===== config.mk =====
export PLATFORM = sky130hd
export DESIGN_NAME = traffic_light_ctrl
export DESIGN_NICKNAME = d
export VERILOG_FILES = /design/src/rtl/traffic_light_pkg.sv /design/src/rtl/traffic_light_ctrl_tick_gen.sv /design/src/rtl/traffic_light_ctrl.sv
export SDC_FILE = /design/constraint.sdc
export NUM_CORES = 1
export LEC_CHECK = 0
export ABC_AREA = 1
export CORE_MARGIN = 1.5
export CORE_UTILIZATION = 45
export CTS_CLUSTER_DIAMETER = 100
export DETAILED_ROUTE_END_ITERATION = 10
export PLACE_DENSITY = 0.75
export SYNTH_ARGS = -nofsm -noshare
export SYNTH_HDL_FRONTEND = slang
export SYNTH_HIERARCHICAL = 1
export SYNTH_SLANG_ARGS = --single-unit

===== constraint.sdc =====
create_clock -name CLK -period 1.4 [get_ports CLK]
set_input_delay 0.28 -clock CLK [delete_from_list [all_inputs] [get_ports CLK]]
set_output_delay 0.28 -clock CLK [all_outputs]
set_load 0.02 [all_outputs]

===== src/rtl/traffic_light_pkg.sv =====
// Shared phase codes, lamp patterns and timer width
// for the two-road traffic-light controller.
package traffic_light_pkg;

  localparam int TW = 6;

  typedef enum logic [1:0] {
    S_AG = 2'd0,
    S_AY = 2'd1,
    S_BG = 2'd2,
    S_BY = 2'd3
  } phase_t;

  // {A_red, A_yellow, A_green, B_red, B_yellow, B_green}
  localparam logic [5:0] LED_AG = 6'b001_100;
  localparam logic [5:0] LED_AY = 6'b010_100;
  localparam logic [5:0] LED_BG = 6'b100_001;
  localparam logic [5:0] LED_BY = 6'b100_010;

  function automatic logic [5:0] led_of(
    input phase_t p
  );
    led_of = LED_AG;
    unique case (p)
      S_AG: led_of = LED_AG;
      S_AY: led_of = LED_AY;
      S_BG: led_of = LED_BG;
      S_BY: led_of = LED_BY;
    endcase
  endfunction

endpackage


===== src/rtl/traffic_light_ctrl_tick_gen.sv =====
// Tick prescaler: one-clock pulse every CLK_DIV clocks.
// Only instantiated when TL_PRESCALER_EN is defined.
module tick_gen #(
  parameter int CLK_DIV = 1
) (
  input  logic CLK,
  input  logic RSTn,
  output logic tick
);

  localparam int CW =
    (CLK_DIV > 1) ? $clog2(CLK_DIV) : 1;
  localparam logic [CW-1:0] LAST =
    CW'(CLK_DIV - 1);

  logic [CW-1:0] cnt;

  always_ff @(posedge CLK or negedge RSTn) begin
    if (!RSTn) begin
      cnt <= '0;
    end else if (cnt == LAST) begin
      cnt <= '0;
    end else begin
      cnt <= cnt + 1'b1;
    end
  end

  assign tick = (cnt == LAST);

endmodule


===== src/rtl/traffic_light_ctrl.sv =====
// Two-road traffic-light FSM with per-road countdowns.
// Define TL_PRESCALER_EN to divide ticks by CLK_DIV.
module traffic_light_ctrl
  import traffic_light_pkg::*;
#(
  parameter int GREEN_A = 30,
  parameter int GREEN_B = 20,
  parameter int YELLOW  = 5,
  parameter int CLK_DIV = 1
) (
  input  logic          CLK,
  input  logic          RSTn,
  input  logic          AS,
  input  logic          BS,
  output logic [1:0]    state,
  output logic [TW-1:0] A_time,
  output logic [TW-1:0] B_time,
  output logic [5:0]    led
);

  localparam logic [TW-1:0] T_GA  =
    TW'(GREEN_A);
  localparam logic [TW-1:0] T_GAY =
    TW'(GREEN_A + YELLOW);
  localparam logic [TW-1:0] T_GB  =
    TW'(GREEN_B);
  localparam logic [TW-1:0] T_GBY =
    TW'(GREEN_B + YELLOW);
  localparam logic [TW-1:0] T_Y   =
    TW'(YELLOW);
  localparam logic [TW-1:0] T_ONE =
    TW'(1);

  logic tick;

`ifdef TL_PRESCALER_EN
  tick_gen #(
    .CLK_DIV(CLK_DIV)
  ) u_tick (
    .CLK (CLK),
    .RSTn(RSTn),
    .tick(tick)
  );
`else
  localparam int unused_clk_div = CLK_DIV;
  assign tick = 1'b1;
`endif

  phase_t        st_q, st_d;
  logic [TW-1:0] a_q, a_d;
  logic [TW-1:0] b_q, b_d;

  always_ff @(posedge CLK or negedge RSTn) begin
    if (!RSTn) begin
      st_q <= S_AG;
      a_q  <= T_GA;
      b_q  <= T_GAY;
    end else begin
      st_q <= st_d;
      a_q  <= a_d;
      b_q  <= b_d;
    end
  end

  // Greens extend when the other road has no demand;
  // yellows always run to completion.
  always_comb begin
    st_d = st_q;
    a_d  = a_q;
    b_d  = b_q;
    if (tick) begin
      unique case (st_q)
        S_AG: begin
          if (a_q != T_ONE) begin
            a_d = a_q - 1'b1;
            b_d = b_q - 1'b1;
          end else if (BS) begin
            st_d = S_AY;
            a_d  = T_Y;
            b_d  = T_Y;
          end else begin
            a_d = T_GA;
            b_d = T_GAY;
          end
        end
        S_AY: begin
          if (a_q != T_ONE) begin
            a_d = a_q - 1'b1;
            b_d = b_q - 1'b1;
          end else begin
            st_d = S_BG;
            a_d  = T_GBY;
            b_d  = T_GB;
          end
        end
        S_BG: begin
          if (b_q != T_ONE) begin
            a_d = a_q - 1'b1;
            b_d = b_q - 1'b1;
          end else if (AS) begin
            st_d = S_BY;
            a_d  = T_Y;
            b_d  = T_Y;
          end else begin
            a_d = T_GBY;
            b_d = T_GB;
          end
        end
        S_BY: begin
          if (b_q != T_ONE) begin
            a_d = a_q - 1'b1;
            b_d = b_q - 1'b1;
          end else begin
            st_d = S_AG;
            a_d  = T_GA;
            b_d  = T_GAY;
          end
        end
      endcase
    end
  end

  assign state  = st_q;
  assign A_time = a_q;
  assign B_time = b_q;
  assign led    = led_of(st_q);

endmodule


# == Yosys cells after proc, flatten, opt, wreduce, memory -nomap -nowiden ==
# Cells that the tools add are included.
# word_totals
output_inout_bits,20
ff_bits,14
wordCells,40
# op_classes
addsub,2
n_eq_ne,11
reduce_logical,2
muxes,22
# ops
op,n
$pmux 6 s4,3
$mux 6,9
$mux 5,3
$mux 2,6
$ne 2x2->1 const B,6
$ne 6x1->1 const B,2
$sub 6x1->6 const B,2
$pmux 2 s4,1
$reduce_and 6->1,1
$eq 2x2->1 const B,2
$eq 2x1->1 const B,1
$logic_not 2->1,1

# == Longest topological paths before layout ==
# Gate-level depths: netlist (run 1).
# depth
depth_word,3
depth_mapped,10
depth_no_buf,10

# == Least setup slack after synthesis (run 1) ==
# No wires, ideal clock.
# synth_path
kind,flip-flop to flip-flop
startpoint,"register st_q[0], in the netlist state[0]"
endpoint,"register st_q[0], in the netlist state[0]"
arrival_ps,1663
stages_incl_launch_ff,11
path_buffers,0
path_slack_ps,-385
synth_period_minus_slack_ps,1785
required_ps,1278
cell_sequence,dfrtp_1 inv_1 ha_1 inv_1 nand2_1 nand2_4 nand2_4 clkinv_4 nand3_4 nand2_1 o21ai_1
# synth_via
elab_chain_cells,3
word_cells_on_any_way,12
classes_between,eq/ne: 9; mux: 1; reduce/logical: 2
# synth_rtl
element,line,source
start: declaration,traffic_light_ctrl.sv:49,"phase_t st_q, st_d;"
start signal: assignment,traffic_light_ctrl.sv:59,st_q <= st_d;
"$eq 2x2->1, or another cell as far along",traffic_light_ctrl.sv:72,unique case (st_q)
$ne 2x2->1 (no source line),--,
$reduce_and 6->1 (no source line),--,
# Parallel ways exist; a longest one is shown, timed or not.
# A chain may end at the register's enable or synchronous reset.

# == Worst setup path in the final report (run 1) ==
# layout_path
startpoint,"register a_q[1], in the netlist A_time[1]"
endpoint,"register a_q[4], in the netlist A_time[4]"
# layout_via
elab_chain_cells,3
word_cells_on_any_way,7
classes_between,add/sub: 1; eq/ne: 1; mux: 5
# layout_rtl
element,line,source
start: declaration,traffic_light_ctrl.sv:50,"logic [TW-1:0] a_q, a_d;"
start signal: assignment,traffic_light_ctrl.sv:56,a_q <= T_GA;
start signal: assignment,traffic_light_ctrl.sv:60,a_q <= a_d;
$sub 6x1->6 or $ne 6x1->1 (tied branches),--,
$mux 6 (on tied branches),--,
$pmux 6 s4 *,traffic_light_ctrl.sv:72,
named net a_d[4],traffic_light_ctrl.sv:50,
# The timed path passes the listed nets; every way through them passes the cells marked *.

==> results of run 1 <==
registers in the layout, indices dropped and copies added, names as in the netlist:
name    count
A_time      6
B_time      6
state       2
repair_timing:
action	4_1_cts	5_1_grt
cloned	1	0
endpoints found under the hold margin	0	0
setup buffers	11	5
gates resized for setup	95	38
setup endpoints to repair	34	30
pin swaps	15	13
stage by stage:
stage	TNS (ns)	hold WS (ns)	cells	util, %
floorplan	-0.3214	-0.01559	147	-
global placement	-1.939	0.5886	221	66.31
detailed placement	-2.783	0.6204	221	66.31
CTS	-1.359	0.3118	237	76.04
global route	-3.123	0.3092	242	80.48
finish	-2.442	0.2859	242	80.48
cells in the mapped netlist, types with 2 or more instances:
cell | instances | area share [%]
a21oi_1 | 5 | 2.2
dfrtp_1 | 7 | 15
dfstp_2 | 7 | 16
ha_1 | 9 | 9.8
inv_1 | 14 | 4.6
inv_4 | 2 | 1.1
nand2_1 | 49 | 16
nand2_4 | 3 | 2.9
nand3_1 | 6 | 2.6
nand3_2 | 2 | 1.7
nand3_4 | 3 | 4.6
nand3b_1 | 2 | 1.3
nor2_1 | 9 | 2.9
nor2_2 | 2 | 1.1
nor2_4 | 3 | 2.9
o21ai_0 | 2 | 0.87
o21ai_1 | 6 | 2.6
o22ai_1 | 2 | 1.1
xnor2_1 | 4 | 3.1
xor2_1 | 2 | 1.5
cell usage in the layout (no fill, tap or decap), drive strengths merged:
cell type,n
a21oi,6
buf,49
clkbuf,8
clkdlybuf4s15,4
clkdlybuf4s50,3
clkinv,1
dfrtp,7
dfstp,7
dlygate4sd2,1
ha,9
inv,17
nand2,53
nand3,11
nand3b,2
nand4,1
nor2,14
nor3,1
o21ai,9
o22ai,2
or2,1
xnor2,4
xor2,2
layer usage:
metal,GRT usage (%),part of all wire [%]
met4,11.97,5.7
met2,53.29,51
met5,0,0
met3,3.955,8.5
met1,33.27,35
worst max path at each step:
| stage | start | to | slack [ns] | cells past startpoint |
|---|---|---|---|---|
| 3_3_place_gp | state[1]$_DFFE_PN0P_ | led[2] | -0.29 | 5 |
| 3_5_place_dp | state[1]$_DFFE_PN0P_ | led[2] | -0.31 | 5 |
| 2_1_floorplan | state[0]$_DFFE_PN0P_ | A_time[3]$_DFF_PN1_ | -0.06 | 8 |
| 5_1_grt | A_time[1]$_DFF_PN1_ | A_time[4]$_DFF_PN1_ | -0.25 | 10 |
| 4_1_cts | state[1]$_DFFE_PN0P_ | led[5] | -0.16 | 5 |
| 6_report | A_time[1]$_DFF_PN1_ | A_time[4]$_DFF_PN1_ | -0.24 | 10 |
logic make-up after synthesis:
kind of cell,Yosys count,share of synthesized area [%]
simple gates,83,38.49
buf+inv,18,6.870
compound gates,17,8.942
flops,14,31.30
fa+ha+maj,9,9.815
xor+xnor,6,4.580
area by class of cell:
class,count,share of cell area (%)
Clock buffer,4,1.837
Inverter,17,4.370
Multi-Input combinational cell,115,46.74
Sequential cell,14,18.43
Tap cell,30,1.900
Timing Repair Buffer,61,26.54
Timing Repair inverter,1,0.1900
==> summary.md, run 1 <==
| Metric | Value |
|---|---|
| Share of layout cells above drive strength 1 | roughly three fifths |
| Yosys Warn Count | 6 |
| Root Driver | clkbuf_4 |
| Mapped cell area | 1147 um2 |
| Largest net degree at the start of global routing | 15 |
| Critical path launch point type | flip-flop |
| ANT cells | 0 |
| Slew @ Worst Pin | roughly 0.24 ns |
| Clk buf depth | 2 |
| Die Span Y | approximately 53 um |
| Post-cts hold buffer count | 0 |
| Total GRT Usage | around 29% |
| Placed cell areas | 1628 um2 |
| Skew final | ~0.0045 ns |
| Synth unique cells | 28 |
| Multi-input gate area | 923.4 um2 |
| Core area | approximately 2500 um2 |
| Final Max Tran Viols | 0 |
| Number of global-route vias before repair | approximately 1.3k |
| Post-synth ARST share | 100.0% |
| Reg2reg start | A_time[1]$_DFF_PN1_ |
| Gr ovfl total | 0 |
| Slew HR | approximately 84% |
| WP data required | 1.64 ns |
| Most frequent CP cell | nand2_1 |
| Post-route ant nets | 0 |
| Wire length per cell | around 18 um |
| CP endpoint kind | flip-flop |
| Ys flop type | dfstp_2 |
| Placer congestion estimate | a little under 0.9 |
| Fin crit period | 1.645 ns |
| Die extent in x | between 50 and 60 um |
| Initial antenna violation count | 0 |
| #FFs+latches synth | 14 |
| RSZ-0062 raised after global routing | yes |
| Number of maximum-capacitance violations | 0 |
| First-pass GRT wire length | between 5 and 6 mm |
| Crit-path max FO | 3 |
| Reg-to-reg slack, setup | -0.24 ns |
| Final instance area | between 1500 and 2000 um2 |
| Vias per cell | 5.678 |
| Starting Density | a little under half |
| H-tree depth | 1 |
| Failing checks | setup timing |
| Top Family by Delay on Critical Path | simple AND/OR/NAND/NOR gates |
| Hold Path Class | primary input to asynchronous set/reset pin |
| Hold Vio Cnt, Final | 0 |
| Vias post-DR | about 1.4k |
| Number of I/O port buffers | 23 |
| Post-synthesis average cell area | between 7 and 8 um2 |
| TritonCTS Buffers | 3 |
| CTS Sinks | 14 |
| CP Class | flip-flop to flip-flop |
| Residual DRC | 0 |
| 1st-pass router iterations | 5 |
| Row cnt | 18 |
| DRT iter0 DRCs | 72 |
| Setup ws final | -0.2447 ns |
| Outcome | complete, but fails checks |
| TritonCTS clock tree | yes |
| DRT Wirelength | approximately 4.3 mm |
| Final setup violation count | 19 |
| Post-Syn Nets | 160 |
| Synth-to-layout area growth | 72.19% |
| Worst path bufs/invs | 1 |
| NumNets Final | 226 |
| Seq/Total Area, Yosys | 31.30% |
| Post-Place Worst Slack | -0.3118 ns |
| Fin crit share | 117.5% |
| Max incr delay on CP | about 0.56 ns |
| Die Area | 2862 um2 |
| Final HPWL from detailed placement | 2.358 mm |
| Reg2reg end | A_time[4]$_DFF_PN1_ |
| Worst path arrival time | 1.89 ns |
| Area occupied by registers | 364.1 um2 |
| Cells after Synth | 147 |
| Worst R2R Path Depth | 10 |
| Clk Latency, worst-skew pair | approximately 0.30 ns |
| Max Freq | approximately 0.6 GHz |
| Clk slew on worst S/H paths | roughly 0.1 ns |
| Ports | 24 |
| Worst-path cell chain | inv_2 -> ha_1 -> nand2_1 -> nand2_1 -> nand2_1 -> nand2_1 -> nand2_1 -> nand3_1 -> nand2_1 -> nand2_1 |
| Slowest cell on the critical path | dfstp_2 |
| Fillers | between 100 and 150 |
| EDFF count, synth | 0 |
Power of run 1 is left out: the tool's default activity adds up to more than one toggle a clock period on the data nets, which glitch-free logic cannot reach.
==> inputs of run 2 (changes only) <==
--- a/config.mk
+++ b/config.mk
@@ -10,6 +10,7 @@
 export CORE_UTILIZATION = 45
 export CTS_CLUSTER_DIAMETER = 100
 export DETAILED_ROUTE_END_ITERATION = 10
+export HOLD_SLACK_MARGIN = 0.06
 export PLACE_DENSITY = 0.75
 export SYNTH_ARGS = -nofsm -noshare
 export SYNTH_HDL_FRONTEND = slang
==> results of run 2 <==
Same layout as run 1: the final DEF is identical, and so are final timing and power.
Power of run 2 is left out for the same reason.
